**src/rtl/id_ex_pipe_reg.sv**
```systemverilog
// id_ex_pipe_reg: ID/EX stage register, N operand lanes + instr + ctrl, flush-to-bubble, optional skid (PIPE_REG_SKID_EN).
// Latency: 1 cycle from input transfer to out_valid; one beat per cycle while out_ready=1.
// Backpressure: skid build gives a registered in_ready (!skid_full); plain build gives in_ready = !out_valid || out_ready.
module id_ex_pipe_reg #(
  parameter int DATA_W   = 8,
  parameter int NUM_OPND = 2,
  parameter int INSTR_W  = 19,
  parameter int CTRL_W   = 13
) (
  input  logic                       clk,
  input  logic                       reset,
  input  logic                       in_valid,
  output logic                       in_ready,
  input  logic [NUM_OPND*DATA_W-1:0] in_opnd,
  input  logic [INSTR_W-1:0]         in_instr,
  input  logic [CTRL_W-1:0]          in_ctrl,
  input  logic                       flush,
  output logic                       out_valid,
  input  logic                       out_ready,
  output logic [NUM_OPND*DATA_W-1:0] out_opnd,
  output logic [INSTR_W-1:0]         out_instr,
  output logic [CTRL_W-1:0]          out_ctrl,
  output logic [15:0]                stall_cnt
);

  localparam int OPND_W = NUM_OPND * DATA_W;

  // M can take a new beat when it is empty or its beat leaves on this edge
  logic m_free;
  logic in_xfer;
  logic m_load;
  logic [OPND_W-1:0]  m_src_opnd;
  logic [INSTR_W-1:0] m_src_instr;
  logic [CTRL_W-1:0]  m_src_ctrl;

  assign m_free  = !out_valid || out_ready;
  assign in_xfer = in_valid && in_ready;

`ifdef PIPE_REG_SKID_EN
  logic               s_valid;
  logic [OPND_W-1:0]  s_opnd;
  logic [INSTR_W-1:0] s_instr;
  logic [CTRL_W-1:0]  s_ctrl;

  // Ready comes straight from the skid flop; flush forces it so offered beats are swallowed
  assign in_ready = !s_valid || flush;

  // The skid beat is older than anything on the input, so it refills M first
  assign m_load      = s_valid || in_xfer;
  assign m_src_opnd  = s_valid ? s_opnd  : in_opnd;
  assign m_src_instr = s_valid ? s_instr : in_instr;
  assign m_src_ctrl  = s_valid ? s_ctrl  : in_ctrl;

  // Skid entry: captures a beat accepted while M is stalled, empties when M frees up
  always_ff @(posedge clk or posedge reset) begin
    if (reset) begin
      s_valid <= 1'b0;
      s_opnd  <= '0;
      s_instr <= '0;
      s_ctrl  <= '0;
    end else if (flush) begin
      s_valid <= 1'b0;
    end else if (m_free) begin
      s_valid <= 1'b0;
    end else if (in_xfer) begin
      s_valid <= 1'b1;
      s_opnd  <= in_opnd;
      s_instr <= in_instr;
      s_ctrl  <= in_ctrl;
    end
  end
`else
  // Without a skid entry the stage only accepts when M will be free on this edge
  assign in_ready = m_free || flush;

  assign m_load      = in_xfer;
  assign m_src_opnd  = in_opnd;
  assign m_src_instr = in_instr;
  assign m_src_ctrl  = in_ctrl;
`endif

  // Main register: load, hold, or drain to a bubble with control cleared
  always_ff @(posedge clk or posedge reset) begin
    if (reset) begin
      out_valid <= 1'b0;
      out_opnd  <= '0;
      out_instr <= '0;
      out_ctrl  <= '0;
    end else if (flush) begin
      out_valid <= 1'b0;
      out_ctrl  <= '0;
    end else if (m_free) begin
      if (m_load) begin
        out_valid <= 1'b1;
        out_opnd  <= m_src_opnd;
        out_instr <= m_src_instr;
        out_ctrl  <= m_src_ctrl;
      end else begin
        out_valid <= 1'b0;
        out_ctrl  <= '0;
      end
    end
  end

  // Saturating stall counter; only reset clears it
  always_ff @(posedge clk or posedge reset) begin
    if (reset) begin
      stall_cnt <= '0;
    end else if (out_valid && !out_ready && (stall_cnt != 16'hFFFF)) begin
      stall_cnt <= stall_cnt + 16'd1;
    end
  end

endmodule

```
**config.mk**
```make
export PLATFORM = sky130hd
export DESIGN_NAME = id_ex_pipe_reg
export DESIGN_NICKNAME = d
export VERILOG_FILES = /design/src/rtl/id_ex_pipe_reg.sv
export SDC_FILE = /design/constraint.sdc
export NUM_CORES = 1
export LEC_CHECK = 0
export ABC_AREA = 1
export CORE_AREA = 2 2 74 112
export CTS_BUF_LIST = sky130_fd_sc_hd__clkbuf_8
export DETAILED_ROUTE_END_ITERATION = 12
export DIE_AREA = 0 0 76 114
export PLACE_DENSITY = 0.73
export SLEW_MARGIN = 40
export SYNTH_ARGS = -nofsm -noshare
export SYNTH_HDL_FRONTEND = slang
export SYNTH_SLANG_ARGS = --single-unit
```
**constraint.sdc**
```tcl
create_clock -name clk -period 3 [get_ports clk]
set_input_delay 0.6 -clock clk [delete_from_list [all_inputs] [get_ports clk]]
set_output_delay 0.6 -clock clk [all_outputs]
set_load 0.005 [all_outputs]
```
# After elaboration in Yosys (flattened, before gate mapping)
# Index checks and enable logic that the tools add are counted.
[word_totals]
mem_bits_ro = 0
in_bits = 53
reg_bits = 65
ramBits = 0
latchBits = 0
out_inout_bits = 66
memories = 0
[classes]
n_eq_ne = 1
mul = 0
shift = 0
bitwise = 1
mux = 6
n_reduce_logical = 9
addsub = 1
order_cmp = 0
div = 0
[ops]
columns = ["op", "count"]
rows = [
  ["$mux W13", 3],
  ["$add A16 B1 Y16 const B", 1],
  ["$ne A16 B16 Y1 const B", 1],
  ["$logic_and A1 B1 Y1", 3],
  ["$mux W1", 3],
  ["$reduce_and A3 Y1", 1],
  ["$logic_not A1 Y1", 2],
  ["$logic_or A1 B1 Y1", 2],
  ["$reduce_bool A2 Y1", 1],
  ["$not A1 Y1", 1],
]

# Logic depth before layout (Yosys ltp)
# Gate-level depths: netlist of the first run.
[logic_depth]
ltp_word = 7
ltp_mapped = 9
mapped_depth_nobuf = 8

# Worst setup path after synthesis of the first run
# Ideal clock, no wire load.
[synth_timing]
kind = "in2out"
startpoint = "input port flush"
endpoint = "output port in_ready"
required_time_ps = 2400
path_stages = 3
n_path_buf = 1
arrival_time_ps = 1118
setup_slack_ps = 1282
path_cell_list = "inv_1 clkbuf_1 nand2_1"
[synth_between]
elab_chain_len = 1
[synth_lines]
columns = ["element", "line_no", "text"]
rows = [
  ["start, declared", "17", "input logic flush,"],
  ["$logic_or A1 B1 Y1", "74", "assign in_ready = m_free || flush;"],
  ["end, declared", "13", "output logic in_ready,"],
]
# Every way passes these cells.

# Worst setup path after layout of the first run
[layout_timing]
startpoint = "input port out_ready"
endpoint = "output port in_ready"
[layout_between]
elab_chain_len = 2
[layout_lines]
columns = ["element", "line_no", "text"]
rows = [
  ["start, declared", "19", "input logic out_ready,"],
  ["$logic_or A1 B1 Y1", "36", "assign m_free = !out_valid || out_ready;"],
  ["$logic_or A1 B1 Y1", "74", ""],
]
# Every way passes these cells.

==> results.txt, run 1 <==
The later pin in the worst-skew pair is clocked with a latency of 340 ps. The top cell type by area accounts for 54.1% of the synthesized area. The fraction of layout instances using a drive strength above 1 was 7.63%; the core region area was 7760 um^2. The worst setup path is of the in -> out kind.

The tools report the final hold violation count as 0. Cell class contributing the biggest share of worst-path delay: buffers and inverters. Entering global routing, the biggest net connects 85 pins. The clock tree skew after final layout was 6.18 ps.

The headroom to the max-slew limit is 55.0%, and the unique cell type count in the Yosys netlist is 25. 119 I/O pins were placed. The count of flip-flops with a built-in enable after synthesis works out to 0.

The worst path uses 79.2% of the clock period. The clock period minus worst slack came out at 2370 ps. Global routing finished with a remaining overflow of 0. The largest individual stage delay along the critical path comes from the cell clkdlybuf4s50_1. After detailed routing, the number of remaining DRC violations is 0. Based on the critical path, the design can be clocked at up to 0.421 GHz.

The buffer levels on the longest clock path was 2; the total inserted antenna cells was 0. By area the synthesized netlist is led by dfrtp_1 54%, nand2_1 13%, o21ai_0 8.5%, inv_1 7.7%, nand3_1 3.0%. The required time of the worst setup path is 2400 ps.

The congestion estimate from routability-driven global placement came to 0.868. Across the run, the number of max-cap violations was 0. Before antenna repair, the detailed router went through 4 iterations. For this design the ratio of total power to cell area is 530 nW/um^2. The wire length of the first global-routing pass is 12000 um, and the width of the chip is 76 um. The logs give 0.388 mV for the peak supply drop and 38.8% for the starting density of the core. The worst hold path belongs to the class reg -> reg.

Yosys instantiated no cell more often than nand2_1. From bottom edge to top edge, the die measures 114 um. The register clock-pin slew on the reported worst setup and hold paths is 60 ps. The signal on the critical path passes through clkdlybuf4s50_1, nor2_4, nand2_1, clkdlybuf4s50_1.

The average instance in the mapped netlist occupies 8.36 um^2. The layout overhead on the synthesized area came out at 49.6%. Clock tree synthesis selected as its root buffer the cell clkbuf_8.

The run finished with clean final reports. The run gives 0 as the post-CTS repair timing setup buffer count. Launching element type of the critical path: an input pin. After the first detailed-routing iteration, the DRC count stood at 178. In the final design database the tool counted 534 nets.

Via count: 2657. For the residual antenna-violating net count after detailed routing, the log shows 0. The cell count after synthesis was 360; the transition time of the tightest slew-check pin was 674 ps. After clock tree synthesis, the repair step resized 0 gates. The run gives 58.0% as the final cell utilization of the core. Dominant cell type by area after synthesis: dfrtp_1.

Summed over all layers, the routed wires come to 7110 um. The number of slew-limit violations in the final report is 0. Among all flip-flop cells after synthesis, the most frequent one is dfrtp_1. The cell repeated most along the worst path is clkdlybuf4s50_1. For this design the static power due to leakage is 2.14 nW.

Summing every instance area after synthesis gives 3010 um^2. Setup repair after global routing left no endpoint under its margin. The floorplan has 40 rows. The clock net sink count is 65, and the half-perimeter wire length after detailed placement is 5300 um. The source of the critical timing path is out_ready. The critical path capture point type was an output pin.

The worst-path maximum fanout was 2. The number of clock buffers inserted by TritonCTS is 9. The worst hold path begins at out_opnd[4]. The delay of the slowest critical-path stage came out at 540 ps. The number of nets in the synthesized netlist is 414. Global routing used 17.4% of the available tracks. Dividing the detail-routed via count by the number of cells gives 4.50. In this run the tool buffered the top-level ports with 118 buffer cells. In the final timing run, aggregate negative setup slack is 0 ps. The tools report the startpoint of the lowest-slack register-to-register path as stall_cnt[0]. Setup violations remaining at the end of the flow were counted as 0. Buffers inserted to repair hold after CTS numbered 0.

Yosys printed 0 warnings. The total number of H-tree levels came out at 3. The synthesized design contains 65 register bits.

In the final routed layout, each cell accounts on average for 12.0 um. For the number of antenna violations at the first check in global routing, the log shows 0. TritonCTS built the clock tree.

At the worst endpoint, the arrival time is 1770 ps. Post-synthesis async set-or-reset flop share: 100%. The number of global-route vias before repair was 2613. Summing the sequential cell areas from Yosys gives 54.1% of the chip area.

The die covers 8660 um^2. Number of buffer and inverter instances along the worst setup path: 2. By count the netlist is led by 104 x nand2_1, 65 x dfrtp_1, 62 x inv_1.
==> path summary, 6_finish.rpt <==
kind	end	slack, ps	depth (start not counted)
worst max-delay path	in_ready	630	4
min in group asynchronous	out_instr[14]	680	2
worst min-delay path	out_opnd[4]	480	2
max in group asynchronous	out_opnd[5]	1690	3
worst min register to register	out_opnd[4]	480	2
worst max register to register	stall_cnt[10]	1170	8
==> per-layer routing <==
| layer | vias to the layer above | wire (um) | global-route usage [%] |
|---|---|---|---|
| met3 | 12 | 528 | 6.33 |
| li1 | 1336 | - | - |
| met1 | 1212 | 2810 | 19.1 |
| met4 | 0 | 132 | 8.36 |
| met5 | - | 0 | 0 |
| met2 | 97 | 3640 | 29.9 |
==> worst min-delay path: stages, from the launching register on <==
cell,delay (ps)
dfrtp_1,340
nand2_1,50
o21ai_0,60
==> area by class of cell <==
type                       instances  area (um^2)
multi-input combinational        219         1060
tap                              105          131
inverter                          63          236
sequential                        65         1630
timing repair buffer             122         1240
clock inverter                     4         42.5
clock buffer                      12          165
fill                             703         3260
==> cell usage in the layout, fill, tap and decap left out, types with 3 or more instances in the layout <==
| master | n |
|---|---|
| clkdlybuf4s50_1 | 118 |
| nand2_1 | 104 |
| dfrtp_1 | 65 |
| inv_1 | 63 |
| o21ai_0 | 51 |
| nand3_1 | 18 |
| nor2_1 | 15 |
| clkbuf_8 | 12 |
| xnor2_1 | 5 |
| nor2_2 | 4 |
| nor2_4 | 4 |
| nand2_2 | 3 |
==> registers in the layout (all words and copies together) (netlist names) <==
signal     cells
out_instr     19
out_valid      1
out_ctrl      13
stall_cnt     16
out_opnd      16
==> kinds of logic (layout without fill, tap and decap cells) <==
kind of cell	after synthesis	after routing	share of synthesized area, %
AO/OA/AOI/OAI	55	55	9.40
XOR/XNOR	6	6	1.75
adder cells (fa/ha/maj)	1	1	0.416
AND/OR/NAND/NOR	157	157	23.7
flip-flops	65	65	54.1
buffers and inverters	76	201	10.6
==> report_power, final <==
part           internal [mW]  leakage (nW)  switching [mW]
logic                  0.330          1.20           0.206
registers              0.991         0.833           0.103
clock network          0.445         0.115           0.310
total                   1.77          2.14           0.618
==> through the flow <==
| step | cells | hold WS (ps) | setup slack [ps] | cell area, um^2 | power (mW) |
|---|---|---|---|---|---|
| global route | 590 | 506 | 593 | 4500 | 2.53 |
| detailed placement | 574 | 472 | 630 | 4290 | 1.65 |
| finish | 590 | 483 | 625 | 4500 | 2.38 |
| CTS | 590 | 488 | 612 | 4500 | 2.42 |
| floorplan | 360 | 476 | 774 | 3010 | 1.29 |
| global placement | 574 | 466 | 600 | 4290 | 1.64 |
Note: power is estimated with default switching activity, not from simulation.
==> inputs of run 2 (changes only) <==
- PLACE_DENSITY: 0.73 -> 0.76
- clock period: 3 -> 2.18 ns (I/O delays scaled with it)
==> run 2 against run 1 <==
Clock power increased by 64%; non-clock buffer count increased by 2; die area unchanged; design area increased by 1.4%; register-to-register slack got worse by 650 ps; first-iteration DRC count decreased by 33%; setup slack got worse by 520 ps; clock-buffer cell count decreased by 3; hold slack got worse by 61 ps; via count increased by 1.2%; global-route usage increased by 0.64 points; core utilization increased by 0.79 points; critical path type unchanged; highest routed layer unchanged.
==> results.txt, run 2 (synthesized netlist as in run 1, its figures left out) <==
Final-report setup violation count: 0 (unchanged). The total inserted antenna cells is 0 (unchanged). For the clock latency reported for the late side of the worst-skew pair, the log shows 340 ps (about the same).

The final hold violation count was 0 (unchanged). For the residual DRC count, the log shows 0 (unchanged). The number of clock buffers inserted by TritonCTS is 9 (unchanged), and the via count is 2688 (+1.2%). The wire length of the first global-routing pass is 12300 um (+2.4%). The launching element type of the critical path is an input pin. The worst-path maximum fanout was 2 (unchanged). The logs give 0 (unchanged) for the number of antenna violations at the first check in global routing and 0 (unchanged) for the remaining global-route overflow. In this run the worst hold path is classified as in -> async. The run finished with clean final reports. The run gives 0.487 mV (+26%) as the peak supply drop.

Traced cell by cell, the critical path runs through clkdlybuf4s50_1, nor2_4, nand2_1, clkdlybuf4s50_1. Ratio of routed vias to standard cells: 4.54 (+0.82%). For the clock net sink count, the log shows 65 (unchanged). The final instance count without filler cells is 592 (+0.34%). The initial detailed-routing violation count is 119 (-33%).

The vertical die dimension is 114 um (unchanged). Counting stages on the worst path, the most repeated cell is clkdlybuf4s50_1. The worst setup path is captured at an output pin. The number of iterations in the first detailed-routing pass is 4 (unchanged), and the number of I/O pins is 119 (unchanged).

The register clock-pin slew on the reported worst setup and hold paths is 70 ps (about the same). The tools report the number of nets in the layout as 536 (+0.37%). The number of filler instances in the final layout was 718 (+2.1%). The half-perimeter wire length after detailed placement is 5410 um (+2.1%). The tools report the headroom to the max-slew limit as 68.7% (+14 points). The layout overhead on the synthesized area came out at 51.6%.

The critical path is of the in -> out type. Number of input and output port buffers inserted: 118 (unchanged). Clock tree skew after final layout: 6.20 ps (+0.0229 ps). The largest individual stage delay along the critical path comes from the cell clkdlybuf4s50_1. In the layout the commonest cells are 118 x clkdlybuf4s50_1, 104 x nand2_1, 65 x dfrtp_1.

TritonCTS built the clock tree. The post-CTS repair timing setup buffer count is 0 (unchanged), and the number of standard-cell rows in the floorplan is 40 (unchanged). Total number of H-tree levels: 3 (unchanged). The most common cell after layout, fill and taps aside is clkdlybuf4s50_1.

The routed wire length per instance was 12.3 um (+2.1%). The number of gates resized after cts was 0 (unchanged). The transition time of the tightest slew-check pin is 469 ps (-205 ps).

The global-route usage over all layers is 18.0% (+0.64 points). The required time of the worst setup path is 1740 ps (-660 ps), and the fraction of layout instances using a drive strength above 1 is 8.42% (+0.79 points). Number of global-route vias before repair: 2636 (+0.88%). The total wire length after detailed routing is 7280 um (+2.4%), and the buffer levels on the longest clock path is 2 (unchanged). The die area is 8660 um^2 (unchanged), and the clock period minus worst slack is 2070 ps. The tools report the worst endpoint data arrival time as 1640 ps (-130 ps). The cell area after layout came out at 4560 um^2 (+1.4%). The top register by number of flip-flops is out_instr. For the starting density of the core, the log shows 38.8% (unchanged). The width of the chip is 76 um (unchanged), and the post-detailed-placement cell area is 4320 um^2 (+0.64%). Period utilization: 95.0%.

The final setup TNS is 0 ps (unchanged), and the highest clock rate is 0.483 GHz. The delay of the slowest critical-path stage is 530 ps (about the same). The worst slack at placement was 103 ps (-527 ps); the static leakage power was 2.17 nW (+1.1%). For the residual antenna-violating net count after detailed routing, the log shows 0 (unchanged). Least setup slack across all paths after layout: 109 ps (-517 ps).

The tools report the total of hold buffers inserted after clock tree synthesis as 0 (unchanged). The tools report the clock root buffer as clkbuf_8. The largest registers in the layout are out_instr (19), out_opnd (16), stall_cnt (16).

The pin count of the biggest net entering global routing is 85 (unchanged), and the number of flip-flops in the largest register is 19 (unchanged). The logs give 0 (unchanged) for the number of slew-limit violations in the final report and 0 (unchanged) for the number of violations of the max-capacitance limit. Setup repair after global routing left no endpoint under its margin.

The logs give 7760 um^2 (unchanged) for the core region area and 576 (+0.35%) for the cell count after placement. The power density normalized to cell area is 765 nW/um^2 (+44%), and the global placer's final weighted congestion is 0.932 (+7.4%).
[run 2: cell types whose count changed in the layout (fill, tap and decap cells not counted), sizes merged]
cell / change
clkbuf: -3
bufinv: +2
inv: -1
buf: +2
clkinv: +2
[run 2: layout make-up]
cell class / count / area (um^2) / share of cell area, %
flip-flops and latches: 65 / 1630 / 35.7
repair buffers: 124 / 1260 / 27.7
well taps: 105 / 131 / 2.88
clock inverters: 7 / 118 / 2.58
inverters: 63 / 236 / 5.19
multi-input cells: 219 / 1060 / 23.3
clock buffers: 9 / 124 / 2.72
[run 2: worst max-delay path: cells and delay by family]
kind                   cells  cell delay [ps]
buffers and inverters      2             1050
and+or+nand+nor            2              140
[run 2: stage by stage]
step,hold WS (ps),utilization (%),power [mW]
4_1_cts,421,58.8,3.54
6_report,423,58.8,3.49
2_1_floorplan,476,-,1.78
3_3_place_gp,466,55.7,2.25
3_5_place_dp,474,55.7,2.28
5_1_grt,480,58.8,3.67
[run 2: layer usage]
layer,share of wire (%),global-route usage (%),vias to the layer above
met1,40,20.2,1232
met4,2.6,10.3,0
met2,51,30.7,95
met3,6.8,5.46,17
met5,0,0,-
li1,-,-,1344
[run 2: power breakdown]
group | switching, mW | internal (mW)
clock network | 0.481 | 0.761
logic | 0.286 | 0.460
registers | 0.140 | 1.36
total | 0.907 | 2.58
[run 2: path summary, 6_finish.rpt]
path,slack [ps],end,cells after the start,start
max,110,in_ready,4,out_ready
min,420,out_opnd[11],2,reset
max reg2reg,520,stall_cnt[9],9,stall_cnt[0]
min reg2reg,490,out_instr[12],2,out_instr[12]
max in group asynchronous,1270,out_ctrl[0],3,reset
min in group clk,490,out_instr[12],2,out_instr[12]
==> inputs of run 3 (changes only) <==
- MAX_ROUTING_LAYER: not set -> met4
==> run 3 against run 2 <==
Sequential power about the same; fmax up 0.92%; critical path depth unchanged; wire length about the same; core utilization down 0.77 points; design area down 1.3%; die area unchanged; combinational power about the same; global-route usage up 0.57 points; flip-flop and latch count unchanged; clock power down 25%.
==> results.txt, run 3 (synthesized netlist as in run 1, its figures left out) <==
The global-route usage over all layers was 18.6% (+0.57 points). The tools report the static leakage power as 2.13 nW (-1.5%). From synthesis to final layout, the design area changed by 49.6%. The wire length of the first global-routing pass was 12400 um (+1.5%). For the net switching power, the log shows 0.890 mW (-1.9%).

The most numerous cell type found on the critical path is clkdlybuf4s50_1. The number of I/O pins came out at 119 (unchanged). The remaining global-route overflow was 0 (unchanged). The width of the chip is 76 um (unchanged), and the headroom to the max-slew limit is 67.3% (-1.4 points). The worst-path maximum fanout came out at 2 (unchanged). Setup repair after global routing left no endpoint under its margin. Half-perimeter wire length after detailed placement: 5530 um (+2.3%). The number of slew-limit violations in the final report was 0 (unchanged); the clock period minus worst slack was 2050 ps (-18.8 ps).

The die area is 8660 um^2 (unchanged). The logs give 536 (unchanged) for the number of nets in the layout and 1630 um^2 (unchanged) for the sequential cell area. For the worst slack at placement, the log shows 115 ps (+12.0 ps). The run gives 0 (unchanged) as the final hold violation count. Routed wire length per instance: 12.3 um (about the same). The run finished with clean final reports. For the number of filler instances in the final layout, the log shows 716 (-0.28%).

TritonCTS built the clock tree. The tools report the number of clock buffers inserted by TritonCTS as 9 (unchanged). The power density normalized to cell area was 707 nW/um^2 (-7.7%); the power share of the sequential group was 47.3% (+4.2 points). The required time of the worst setup path is 1740 ps (about the same).

The tools report the launching element type of the critical path as an input pin. The tools report the final cell utilization of the core as 58.0% (-0.77 points). The critical path capture point type is an output pin.

The number of cells on the worst reg-to-reg path was 9 (unchanged). Final-report setup violation count: 0 (unchanged). The pin count of the biggest net entering global routing is 85 (unchanged). The number of global-route vias before repair was 2746 (+4.2%); the highest clock rate was 0.487 GHz (+0.92%). The total of hold buffers inserted after clock tree synthesis came out at 0 (unchanged). Number of input and output port buffers inserted: 118 (unchanged). In the layout the commonest cells are 118 x clkdlybuf4s50_1, 104 x nand2_1, 65 x dfrtp_1. The run gives 340 ps (about the same) as the clock latency reported for the late side of the worst-skew pair. The tools report the share of power burned in combinational logic as 23.5% (+2.1 points).

The critical path is of the in -> out type. The run gives 38.8% (unchanged) as the starting density of the core. The number of flip-flops in the largest register came out at 19 (unchanged). The worst endpoint data arrival time is 1620 ps (-20 ps), and the number of standard-cell rows in the floorplan is 40 (unchanged). For the final setup TNS, the log shows 0 ps (unchanged). For the area occupied by multi-input gates, the log shows 1060 um^2 (unchanged). The vertical die dimension works out to 114 um (unchanged). Part of the total power dissipated in the clock network: 29.2% (-6.4 points). The tools report the number of antenna violations at the first check in global routing as 0 (unchanged). The clock root buffer was clkbuf_8. The post-CTS repair timing setup buffer count was 0 (unchanged); the total wire length after detailed routing was 7280 um (about the same). The tools report the internal power summed over all cells as 2.29 mW (-11%). Number of iterations in the first detailed-routing pass: 4 (unchanged). The tools report the overall power of the completed layout as 3.18 mW (-8.9%). The number of violations of the max-capacitance limit is 0 (unchanged). Cell class contributing the biggest share of worst-path delay: buffers and inverters. The least setup slack across all paths after layout is 128 ps (+18.8 ps). The period utilization is 94.1% (-0.86 points), and the core region area is 7760 um^2 (unchanged).

The delay of the slowest critical-path stage is 530 ps (about the same). The tools report the number of gates resized after cts as 0 (unchanged). The total inserted antenna cells was 0 (unchanged); the residual DRC count was 0 (unchanged).

The tools report the clock tree skew after final layout as 7.60 ps (+1.40 ps). The run gives 185 (+55%) as the initial detailed-routing violation count. The cell at the slowest stage of the critical path was clkdlybuf4s50_1. The number of buffer and inverter instances along the worst setup path is 2 (unchanged), and the switching share of total power is 28.0% (+2.0 points).

The clock net sink count was 65 (unchanged). The buffer levels on the longest clock path is 2 (unchanged), and the residual antenna-violating net count after detailed routing is 0 (unchanged). The library cell used most frequently in the layout, excluding fill and tap cells, is clkdlybuf4s50_1. For the global placer's final weighted congestion, the log shows 0.941 (+1.1%). For the final-layout worst hold slack, the log shows 429 ps (+6.03 ps).

The register clock-pin slew on the reported worst setup and hold paths came out at 70 ps (about the same). The cell depth of the worst setup path is 4 (unchanged), and the transition time of the tightest slew-check pin is 490 ps (+20.4 ps). Peak supply drop: 0.452 mV (-7.2%). The tightest min-delay check is of the in -> async type. Fraction of layout instances using a drive strength above 1: 8.42% (unchanged). The total number of H-tree levels was 3 (unchanged).

The top register by number of flip-flops was out_instr. In the final layout, the registers with the most flip-flops are out_instr (19), out_opnd (16), stall_cnt (16). Walking the worst path, the cells encountered are clkdlybuf4s50_1, nor2_4, nand2_1, clkdlybuf4s50_1. Via count: 2707 (+0.71%).

The ratio of routed vias to standard cells was 4.57 (+0.71%).
[run 3: worst paths after layout]
path	from	end	slack [ps]
max	out_ready	in_ready	130
min	reset	stall_cnt[15]	430
max reg2reg	stall_cnt[0]	stall_cnt[10]	480
min reg2reg	out_opnd[7]	out_opnd[7]	480
max in group asynchronous	reset	out_instr[11]	1260
min in group clk	out_opnd[7]	out_opnd[7]	480
[run 3: cell type report]
class	instances	share of cell area, %
inverter	63	5.25
multi-input combinational	219	23.6
tap	105	2.92
sequential	65	36.1
clock buffer	11	3.36
timing repair buffer	124	28.1
clock inverter	5	0.667
[run 3: power by group through the flow]
stage / Combinational [mW] / Sequential (mW) / Clock [mW]
global placement: 0.735 / 1.52 / 0
global route: 0.828 / 1.53 / 0.997
detailed placement: 0.760 / 1.52 / 0
floorplan: 0.263 / 1.52 / 0
finish: 0.747 / 1.51 / 0.928
CTS: 0.763 / 1.50 / 0.949
[run 3: per-stage QoR]
stage	instance area [um^2]	instances
global route	4500	592
detailed placement	4320	576
CTS	4500	592
global placement	4320	576
finish	4500	592
floorplan	3010	360
[run 3: worst register-to-register path: stages, from the launching register on]
cell and delay (ps):
dfrtp_1 450, ha_1 300, inv_1 110, nor2_4 170
nand2_4 90, nor2_4 110, nor2_2 30, buf_4 180
nand2_1 80, o21ai_0 70
[run 3: metal layers]
layer / global-route usage, % / vias to the layer above / share of wire, %
li1: - / 1341 / -
met1: 20.2 / 1259 / 40
met2: 31.9 / 90 / 52
met3: 4.51 / 17 / 5.9
met4: 9.33 / 0 / 2.6
met5: - / - / 0
